--- src/rtl/dot_product_accumulator_if.sv ---
// rtl/dot_product_accumulator_if.sv - product input and element output handshakes of the accumulator
interface dot_product_accumulator_if #(
    parameter int WIDTH = 4,
    parameter int IDX_W = 4
);
    logic             prod_valid;
    logic             prod_ready;
    logic [WIDTH-1:0] prod_data;
    logic             sum_valid;
    logic             sum_ready;
    logic [WIDTH-1:0] sum_data;
    logic             sum_ovf;
    logic [IDX_W-1:0] sum_index;
    logic             sum_last;

    modport master (
        output prod_valid, prod_data, sum_ready,
        input  prod_ready, sum_valid, sum_data, sum_ovf, sum_index, sum_last
    );

    modport slave (
        input  prod_valid, prod_data, sum_ready,
        output prod_ready, sum_valid, sum_data, sum_ovf, sum_index, sum_last
    );
endinterface

--- src/rtl/dot_product_accumulator.sv ---
// rtl/dot_product_accumulator.sv - sums every N products into one matrix element with a one-entry output register
module dot_product_accumulator #(
    parameter int WIDTH = 4,
    parameter int N     = 4,
    parameter int IDX_W = 4
) (
    input  logic                  clk,
    input  logic                  rst,
    dot_product_accumulator_if.slave bus
);
    localparam int CNT_W = (N > 1) ? $clog2(N) : 1;
    localparam logic [CNT_W-1:0] LAST_TERM = CNT_W'(N - 1);
    localparam logic [IDX_W-1:0] LAST_ELEM = IDX_W'(N * N - 1);

    logic [WIDTH-1:0] acc_q, acc_d;
    logic [CNT_W-1:0] term_cnt_q, term_cnt_d;
    logic             carry_seen_q, carry_seen_d;
    logic [IDX_W-1:0] elem_idx_q, elem_idx_d;
    logic             sum_valid_q, sum_valid_d;
    logic [WIDTH-1:0] sum_data_q, sum_data_d;
    logic             sum_ovf_q, sum_ovf_d;
    logic [IDX_W-1:0] sum_index_q, sum_index_d;
    logic             sum_last_q, sum_last_d;

    logic             last_term;
    logic             accept;
    logic             drain;
    logic [WIDTH:0]   add_full;

    assign last_term      = (term_cnt_q == LAST_TERM);
    // Only the completing term needs the output register; earlier terms never stall.
    assign bus.prod_ready = !(last_term && sum_valid_q && !bus.sum_ready);
    assign accept         = bus.prod_valid && bus.prod_ready;
    assign drain          = sum_valid_q && bus.sum_ready;
    assign add_full       = {1'b0, acc_q} + {1'b0, bus.prod_data};

    always_comb begin
        acc_d        = acc_q;
        term_cnt_d   = term_cnt_q;
        carry_seen_d = carry_seen_q;
        elem_idx_d   = elem_idx_q;
        sum_valid_d  = sum_valid_q;
        sum_data_d   = sum_data_q;
        sum_ovf_d    = sum_ovf_q;
        sum_index_d  = sum_index_q;
        sum_last_d   = sum_last_q;

        if (drain) begin
            sum_valid_d = 1'b0;
        end

        if (accept) begin
            if (!last_term) begin
                acc_d        = add_full[WIDTH-1:0];
                carry_seen_d = carry_seen_q | add_full[WIDTH];
                term_cnt_d   = term_cnt_q + 1'b1;
            end else begin
                sum_data_d   = add_full[WIDTH-1:0];
                sum_ovf_d    = carry_seen_q | add_full[WIDTH];
                sum_index_d  = elem_idx_q;
                sum_last_d   = (elem_idx_q == LAST_ELEM);
                sum_valid_d  = 1'b1;
                acc_d        = '0;
                term_cnt_d   = '0;
                carry_seen_d = 1'b0;
                elem_idx_d   = (elem_idx_q == LAST_ELEM) ? '0 : elem_idx_q + 1'b1;
            end
        end
    end

    always_ff @(posedge clk) begin
        if (rst) begin
            acc_q        <= '0;
            term_cnt_q   <= '0;
            carry_seen_q <= 1'b0;
            elem_idx_q   <= '0;
            sum_valid_q  <= 1'b0;
            sum_data_q   <= '0;
            sum_ovf_q    <= 1'b0;
            sum_index_q  <= '0;
            sum_last_q   <= 1'b0;
        end else begin
            acc_q        <= acc_d;
            term_cnt_q   <= term_cnt_d;
            carry_seen_q <= carry_seen_d;
            elem_idx_q   <= elem_idx_d;
            sum_valid_q  <= sum_valid_d;
            sum_data_q   <= sum_data_d;
            sum_ovf_q    <= sum_ovf_d;
            sum_index_q  <= sum_index_d;
            sum_last_q   <= sum_last_d;
        end
    end

    assign bus.sum_valid = sum_valid_q;
    assign bus.sum_data  = sum_data_q;
    assign bus.sum_ovf   = sum_ovf_q;
    assign bus.sum_index = sum_index_q;
    assign bus.sum_last  = sum_last_q;
endmodule

--- src/flat_wrapper.sv ---
// flat-port wrapper written by rule: the top's interface ports become plain ports
module dot_product_accumulator_flat 
#(
    parameter int WIDTH = 4,
    parameter int N     = 4,
    parameter int IDX_W = 4
)
  (clk, rst, bus_prod_valid, bus_prod_data, bus_sum_ready, bus_prod_ready, bus_sum_valid, bus_sum_data, bus_sum_ovf, bus_sum_index, bus_sum_last);
  dot_product_accumulator_if #(.WIDTH(WIDTH), .IDX_W(IDX_W)) bus_i ();
  input  logic clk;
  input  logic rst;
  input wire logic [$bits(bus_i.prod_valid)-1:0] bus_prod_valid;
  input wire logic [$bits(bus_i.prod_data)-1:0] bus_prod_data;
  input wire logic [$bits(bus_i.sum_ready)-1:0] bus_sum_ready;
  output wire logic [$bits(bus_i.prod_ready)-1:0] bus_prod_ready;
  output wire logic [$bits(bus_i.sum_valid)-1:0] bus_sum_valid;
  output wire logic [$bits(bus_i.sum_data)-1:0] bus_sum_data;
  output wire logic [$bits(bus_i.sum_ovf)-1:0] bus_sum_ovf;
  output wire logic [$bits(bus_i.sum_index)-1:0] bus_sum_index;
  output wire logic [$bits(bus_i.sum_last)-1:0] bus_sum_last;
  assign bus_i.prod_valid = bus_prod_valid;
  assign bus_i.prod_data = bus_prod_data;
  assign bus_i.sum_ready = bus_sum_ready;
  assign bus_prod_ready = bus_i.prod_ready;
  assign bus_sum_valid = bus_i.sum_valid;
  assign bus_sum_data = bus_i.sum_data;
  assign bus_sum_ovf = bus_i.sum_ovf;
  assign bus_sum_index = bus_i.sum_index;
  assign bus_sum_last = bus_i.sum_last;
  dot_product_accumulator #(.WIDTH(WIDTH), .N(N), .IDX_W(IDX_W)) u_core (.clk(clk), .rst(rst), .bus(bus_i));
endmodule
--- config.mk ---
export PLATFORM = sky130hd
export DESIGN_NAME = dot_product_accumulator_flat
export DESIGN_NICKNAME = d
export VERILOG_FILES = /design/src/rtl/dot_product_accumulator_if.sv /design/src/rtl/dot_product_accumulator.sv /design/src/flat_wrapper.sv
export SDC_FILE = /design/constraint.sdc
export NUM_CORES = 1
export LEC_CHECK = 0
export CAP_MARGIN = 20
export CORE_MARGIN = 5
export CORE_UTILIZATION = 45
export DETAILED_ROUTE_END_ITERATION = 10
export DONT_BUFFER_PORTS = 1
export PLACE_DENSITY = 0.66
export SYNTH_ARGS = -nofsm -noshare
export SYNTH_HDL_FRONTEND = slang
export SYNTH_SLANG_ARGS = --single-unit
--- constraint.sdc ---
create_clock -name clk -period 1.5 [get_ports clk]
set_clock_uncertainty 0.05 [all_clocks]
set_input_delay 0.225 -clock clk [delete_from_list [all_inputs] [get_ports clk]]
set_output_delay 0.225 -clock clk [all_outputs]
set_load 0.02 [all_outputs]
==> out/results.ini, run 1 <==
[status]
status=finished, violations left
violations=negative hold slack, negative setup slack

[clock_tree]
cts-root-buf=clkbuf_4
clk_path_buf_depth=2
cts_buffers=3
cts_tree=done
path_clk_slew_ps=120
htreeDepth=1
clk_latency_ps=310
clock_sinks=22

[setup_path]
reg2reg_depth=6
crit_path_max_fanout=2
crit_chain=ha_4 > inv_2 > fa_2 > xor2_2 > or3_1 > a21oi_1
r2r-end=u_core.acc_q[2]$_SDFFE_PP0P_
reg2reg_from=u_core.acc_q[0]$_SDFFE_PP0P_
ff2ff_setup_slack_ps=-100
cp.required_ps=1700
end_kind=flip-flop
start_kind=flip-flop
crit_cells=6
critPathMaxStageDelay_ps=380
slowest_stage=dfxtp_2
crit_end=u_core.acc_q[2]$_SDFFE_PP0P_
worstSetupPathType=flip-flop to flip-flop
startpoint=u_core.acc_q[0]$_SDFFE_PP0P_
crit_family=adder cells
crit_buf_inv=1
worstPathArrival_ps=1810

[final_layout]
finalNetCount=143
fill_cells=221
multi_input_area_um2=631.9
diodes=0
seq_area_um2=444.2
area_growth_pct=17.18
fin_cells=155
layout-drive-gt1-share_pct=31.50
fin_area_um2=1246

[pwr]
peakVddDrop_mv=0.6504
p_switching_mw=0.2641
powerDensity_nw_per_um2=875.1
swShare_pct=24.22
leakage_nw=0.4700
p_int_mw=0.8265
p_seq_share_pct=57.0
power_frac_clock_pct=30.2
combPwrFrac_pct=12.8

[timing]
fin_worst_hold_slack_ps=-90.94
period_share_pct=106.9
worst_slew_pin_slew_ps=351.9
slew_viol_final=0
fmax_ghz=0.6235
finalSetupViolations=6
tns_ps=-258.7
period_needed_ps=1604
hold_violations=21
relSlewSlack_pct=76.54
finalWorstSetupSlack_ps=-104.0
rsz0062_at_grt=yes

[min_path]
min_path_type=primary input to flip-flop

[synthesis]
synth_fa_ha_area_share_pct=8.941
mappedNetlistArea_um2=1064
synth_top_family_by_area=simple AND/OR/NAND/NOR gates
synth_xor_area_share_pct=1.647
synth-edff-count=0
synth-simple-area-share_pct=28.47
ys.flop_type=dfxtp_1
syn_inst=117
muxShareOfSynthArea_pct=0
syn_nets=132
yosys_warnings=0
yosysSeqAreaShare_pct=41.41
synth-seq-cells=22
syn_area_per_cell_um2=9.090
synthArstFlopShare_pct=0
synth_compound_area_share_pct=15.88
ys_types=41

[floorplan]
die_area_um2=3436
io_pins=20
core_area_um2=2233
die_x_um=58.62
die_h_um=58.62
initial_core_util_pct=47.62
num_rows=17

[detailed_routing]
route.met2.wl_um=954
drt-pass1-iter-count=2
vias=834
drtAntennaViolNets=0
vias_per_cell=5.381
dr_wl_met3_um=169
wl_met1_um=979
totalWireLength_mm=2.139
drt_iter0_drc=2
top_layer=met4
drc=0
wl_per_cell_um=13.80

[place]
place_congestion=0.8092
port_buffers=0
place_inst=151
place_ws_ps=-121.8
dp_hpwl_mm=1.557
postPlaceCellArea_um2=1161

[global_route]
overflow=0
grt_pass1_wl_mm=3.539
grt_pass1_vias=805
grt.total_usage_pct=13.31
antenna_found_initial=0
grt_max_degree=26

[job]
drv_cap=0

-- cell families after synthesis --
logic type      after synthesis
compound gates               25
xor+xnor                      2
fa+ha+maj                     7
buf+inv                       7
flops                        22
simple gates                 54
-- worst reg2reg max path: cells and delay by family, from the launching register on --
| family | cells | cell delay [ps] |
|---|---|---|
| fa+ha+maj | 2 | 490 |
| flops | 1 | 380 |
| simple gates | 1 | 310 |
| xor+xnor | 1 | 170 |
| compound gates | 1 | 120 |
| buf+inv | 1 | 30 |
-- area by class of cell --
class                   count  share of cell area, %
flip-flops and latches     22                  35.64
multi-input cells          88                  50.70
clock buffers               4                  2.912
well taps                  28                  2.811
inverters                   3                 0.9036
repair buffers             10                  7.028
-- routing by layer --
| layer | track usage [%] | up-vias |
|---|---|---|
| li1 | - | 430 |
| met2 | 19.14 | 17 |
| met3 | 5.921 | 4 |
| met4 | 5.825 | 0 |
| met1 | 17.14 | 383 |
| met5 | 0 | - |
-- through the flow --
step | total power [mW] | hold WS, ps | util (%)
finish | 1.091 | -90.94 | 55.80
global route | 1.146 | -113.2 | 55.80
CTS | 1.094 | -97.31 | 55.13
detailed placement | 0.7547 | 242.2 | 51.99
global placement | 0.7509 | 241.5 | 51.99
floorplan | 0.7217 | 246.6 | -
-- layout by cell type, fill, tap and decap left out, drive strengths merged --
cell type / netlist / final
nand2: 23 / 23
dfxtp: 22 / 22
a21oi: 15 / 15
nor2: 10 / 10
buf: 4 / 10
ha: 6 / 6
clkbuf: 0 / 4
nand3: 3 / 3
inv: 3 / 3
nand3b: 3 / 3
nor3: 2 / 2
or3: 2 / 2
nor2b: 2 / 2
nor3b: 2 / 2
o21ai: 2 / 2
a211oi: 2 / 2
and2b: 1 / 1
a311oi: 1 / 1
o21a: 1 / 1
nor4: 1 / 1
nand2b: 1 / 1
a21o: 1 / 1
or2: 1 / 1
nand4bb: 1 / 1
o211ai: 1 / 1
a31oi: 1 / 1
xor2: 1 / 1
xnor2: 1 / 1
nand4: 1 / 1
nand4b: 1 / 1
o311ai: 1 / 1
fa: 1 / 1
-- flip-flops by register name, indices dropped and copies added, names as in the netlist --
name,cells
u_core.bus.sum_index,4
u_core.term_cnt_q,2
u_core.bus.sum_data,4
u_core.bus.sum_last,1
u_core.acc_q,4
u_core.bus.sum_valid,1
u_core.carry_seen_q,1
u_core.elem_idx_q,4
u_core.bus.sum_ovf,1
-- cell usage after synthesis, types with 2 or more instances --
| library cell | n | area [µm²] |
|---|---|---|
| a211oi_1 | 2 | 15.01 |
| ha_1 | 6 | 75.07 |
| a21oi_1 | 9 | 45.04 |
| a21oi_2 | 6 | 52.55 |
| inv_1 | 3 | 11.26 |
| nor2_1 | 9 | 33.78 |
| nand2_1 | 20 | 75.07 |
| dfxtp_1 | 22 | 440.4 |
| or3_1 | 2 | 12.51 |
| nand3b_1 | 2 | 15.01 |
| nand3_1 | 3 | 15.01 |
| nor2b_1 | 2 | 12.51 |
| nand2_2 | 3 | 18.77 |
-- worst min-delay path by stage --
stage	slack, ps	cells past startpoint	startpoint	to
6_report	-90	1	rst	u_core.term_cnt_q[1]$_SDFFE_PP0P_
5_1_grt	-110	1	rst	u_core.bus.sum_index[1]$_SDFFE_PP0P_
4_1_cts	-100	1	rst	u_core.acc_q[0]$_SDFFE_PP0P_
3_5_place_dp	240	1	rst	u_core.bus.sum_index[3]$_SDFFE_PP0P_
3_3_place_gp	240	1	rst	u_core.bus.sum_data[0]$_SDFFE_PP0P_
2_1_floorplan	250	1	rst	u_core.bus.sum_data[2]$_SDFFE_PP0P_
-- what timing repair did --
| action | 4_1_cts | 5_1_grt |
|---|---|---|
| setup buffers | 0 | 0 |
| setup endpoints to repair | 7 | 7 |
| resized for setup | 7 | 5 |
| hold endpoints to repair | 21 | 21 |
| pin swaps | 3 | 4 |
-- power by group through the flow --
stage / sequential (mW) / clock (mW) / combinational (mW)
2_1_floorplan: 0.627 / 0 / 0.0948
5_1_grt: 0.625 / 0.365 / 0.157
3_5_place_dp: 0.630 / 0 / 0.124
4_1_cts: 0.620 / 0.338 / 0.135
6_report: 0.622 / 0.329 / 0.139
3_3_place_gp: 0.629 / 0 / 0.122
No activity file was read; power rests on OpenSTA's default activity.
==> run 2, diff against run 1 <==
- DONT_BUFFER_PORTS: 1 -> unset
- PLACE_DENSITY: 0.66 -> 0.77
==> run 2 against run 1 <==
  * The flow finishes with violations (negative setup slack)
  * Register-to-register slack worse by 40 ps
  * Sequential power is 0.6% lower
  * Cell count is 17% higher
  * Worst hold slack better by 510 ps
  * Critical path type unchanged
  * Critical endpoint unchanged
==> out/results.ini, run 2 (synthesis results as in run 1) <==
[detailed_routing]
drt-pass1-iter-count=2
drt_iter0_drc=8
wl_per_cell_um=13.37
vias=939
totalWireLength_mm=2.420
drtAntennaViolNets=0
drc=0
vias_per_cell=5.188

[global_route]
overflow=0
grt_pass1_vias=950
antenna_found_initial=0
grt_max_degree=16
grt.total_usage_pct=15.27
grt_pass1_wl_mm=4.029

[setup_path]
worstPathArrival_ps=1840
crit_chain=ha_4 > inv_2 > fa_2 > xor2_2 > or3_1 > a21oi_1
slowest_stage=dfxtp_2
crit_path_max_fanout=2
critPathMaxStageDelay_ps=370
crit_family=adder cells
startpoint=u_core.acc_q[0]$_SDFFE_PP0P_
start_kind=flip-flop
end_kind=flip-flop
cp.required_ps=1700
reg2reg_from=u_core.acc_q[0]$_SDFFE_PP0P_
worstSetupPathType=flip-flop to flip-flop
crit_buf_inv=1

[clock_tree]
cts-root-buf=clkbuf_4
clk_latency_ps=310
cts_buffers=3
hold_buffers=0
path_clk_slew_ps=120
cts_tree=done
clock_sinks=22
clk_path_buf_depth=2
htreeDepth=1

[place]
place_ws_ps=-496.5
port_buffers=19
place_congestion=0.8438
postPlaceCellArea_um2=1369
dp_hpwl_mm=1.791

[pwr]
total_power_mw=1.276
swShare_pct=23.07
power_frac_clock_pct=35.9
p_int_mw=0.9819
powerDensity_nw_per_um2=866.7
peakVddDrop_mv=0.6845
p_seq_share_pct=48.5
leakage_nw=0.6331
combPwrFrac_pct=15.6
p_switching_mw=0.2945

[timing]
worst_slew_pin_slew_ps=325.5
finalSetupViolations=4
slew_viol_final=0
rsz0062_at_grt=yes
period_share_pct=109.3
hold_violations=0
period_needed_ps=1640
tns_ps=-242.3
finalWorstSetupSlack_ps=-139.6
relSlewSlack_pct=78.30
fmax_ghz=0.6099

[floorplan]
io_pins=20
die_area_um2=3436
die_h_um=58.62
num_rows=17
initial_core_util_pct=47.62
core_area_um2=2233
die_x_um=58.62

[min_path]
min_from=u_core.bus.sum_last$_SDFFE_PP0P_
min_path_type=flip-flop to flip-flop

[final_layout]
diodes=0
area_growth_pct=38.47
fin_util_pct=65.94
layout_commonest_cell=nand2_1
finalNetCount=169
mostFrequentLayoutCells=20 x nand2_1, 19 x dfxtp_1, 15 x buf_4
layout-drive-gt1-share_pct=30.07
fin_area_um2=1473

[job]
drv_cap=0

[status]
status=finished, violations left
violations=negative setup slack

[run 2: final timing paths]
kind                                                    endpoint  slack [ps]  cells after the start
worst max-delay path                u_core.acc_q[2]$_SDFFE_PP0P_        -140                      6
worst max register to register      u_core.acc_q[2]$_SDFFE_PP0P_        -140                      6
worst min-delay path            u_core.bus.sum_last$_SDFFE_PP0P_         420                      2
worst min register to register  u_core.bus.sum_last$_SDFFE_PP0P_         420                      2
[run 2: area by class of cell]
type                            instances  area [µm²]
Clock buffer                            3       22.52
Fill cell                             201       760.7
Multi-Input combinational cell         88       624.3
Timing Repair Buffer                   36       305.3
Tap cell                               28       35.03
Inverter                                3       11.26
Sequential cell                        22       444.2
Clock inverter                          1       30.03
[run 2: what timing repair did]
item	in CTS	in global routing
setup buffers	2	1
pin swaps	3	0
resized for setup	23	5
endpoints found under the setup margin	18	16
[run 2: layer usage]
metal	wire length [µm]	global-route usage (%)
met5	0	0
met4	56	7.767
met3	91	2.851
met2	1244	26.63
met1	1027	17.69
[run 2: worst reg2reg max path, stage by stage, from the launching register on]
cell and delay, ps:
dfxtp_2 370, ha_4 140, inv_2 30, fa_2 360
xor2_2 160, or3_1 320, a21oi_1 140
[run 2: stage by stage]
step,hold slack [ps],std cells
after floorplan,246.6,117
after global placement,395.5,174
after detailed placement,409.3,174
after CTS,424.4,180
after global routing,439.1,181
final,420.0,181
[run 2: power by group through the flow]
stage	Clock (mW)	Sequential, mW	Combinational [mW]
after floorplan	0	0.627	0.0948
after global placement	0	0.627	0.169
after detailed placement	0	0.628	0.177
after CTS	0.468	0.617	0.191
after global routing	0.497	0.621	0.222
final	0.458	0.618	0.200
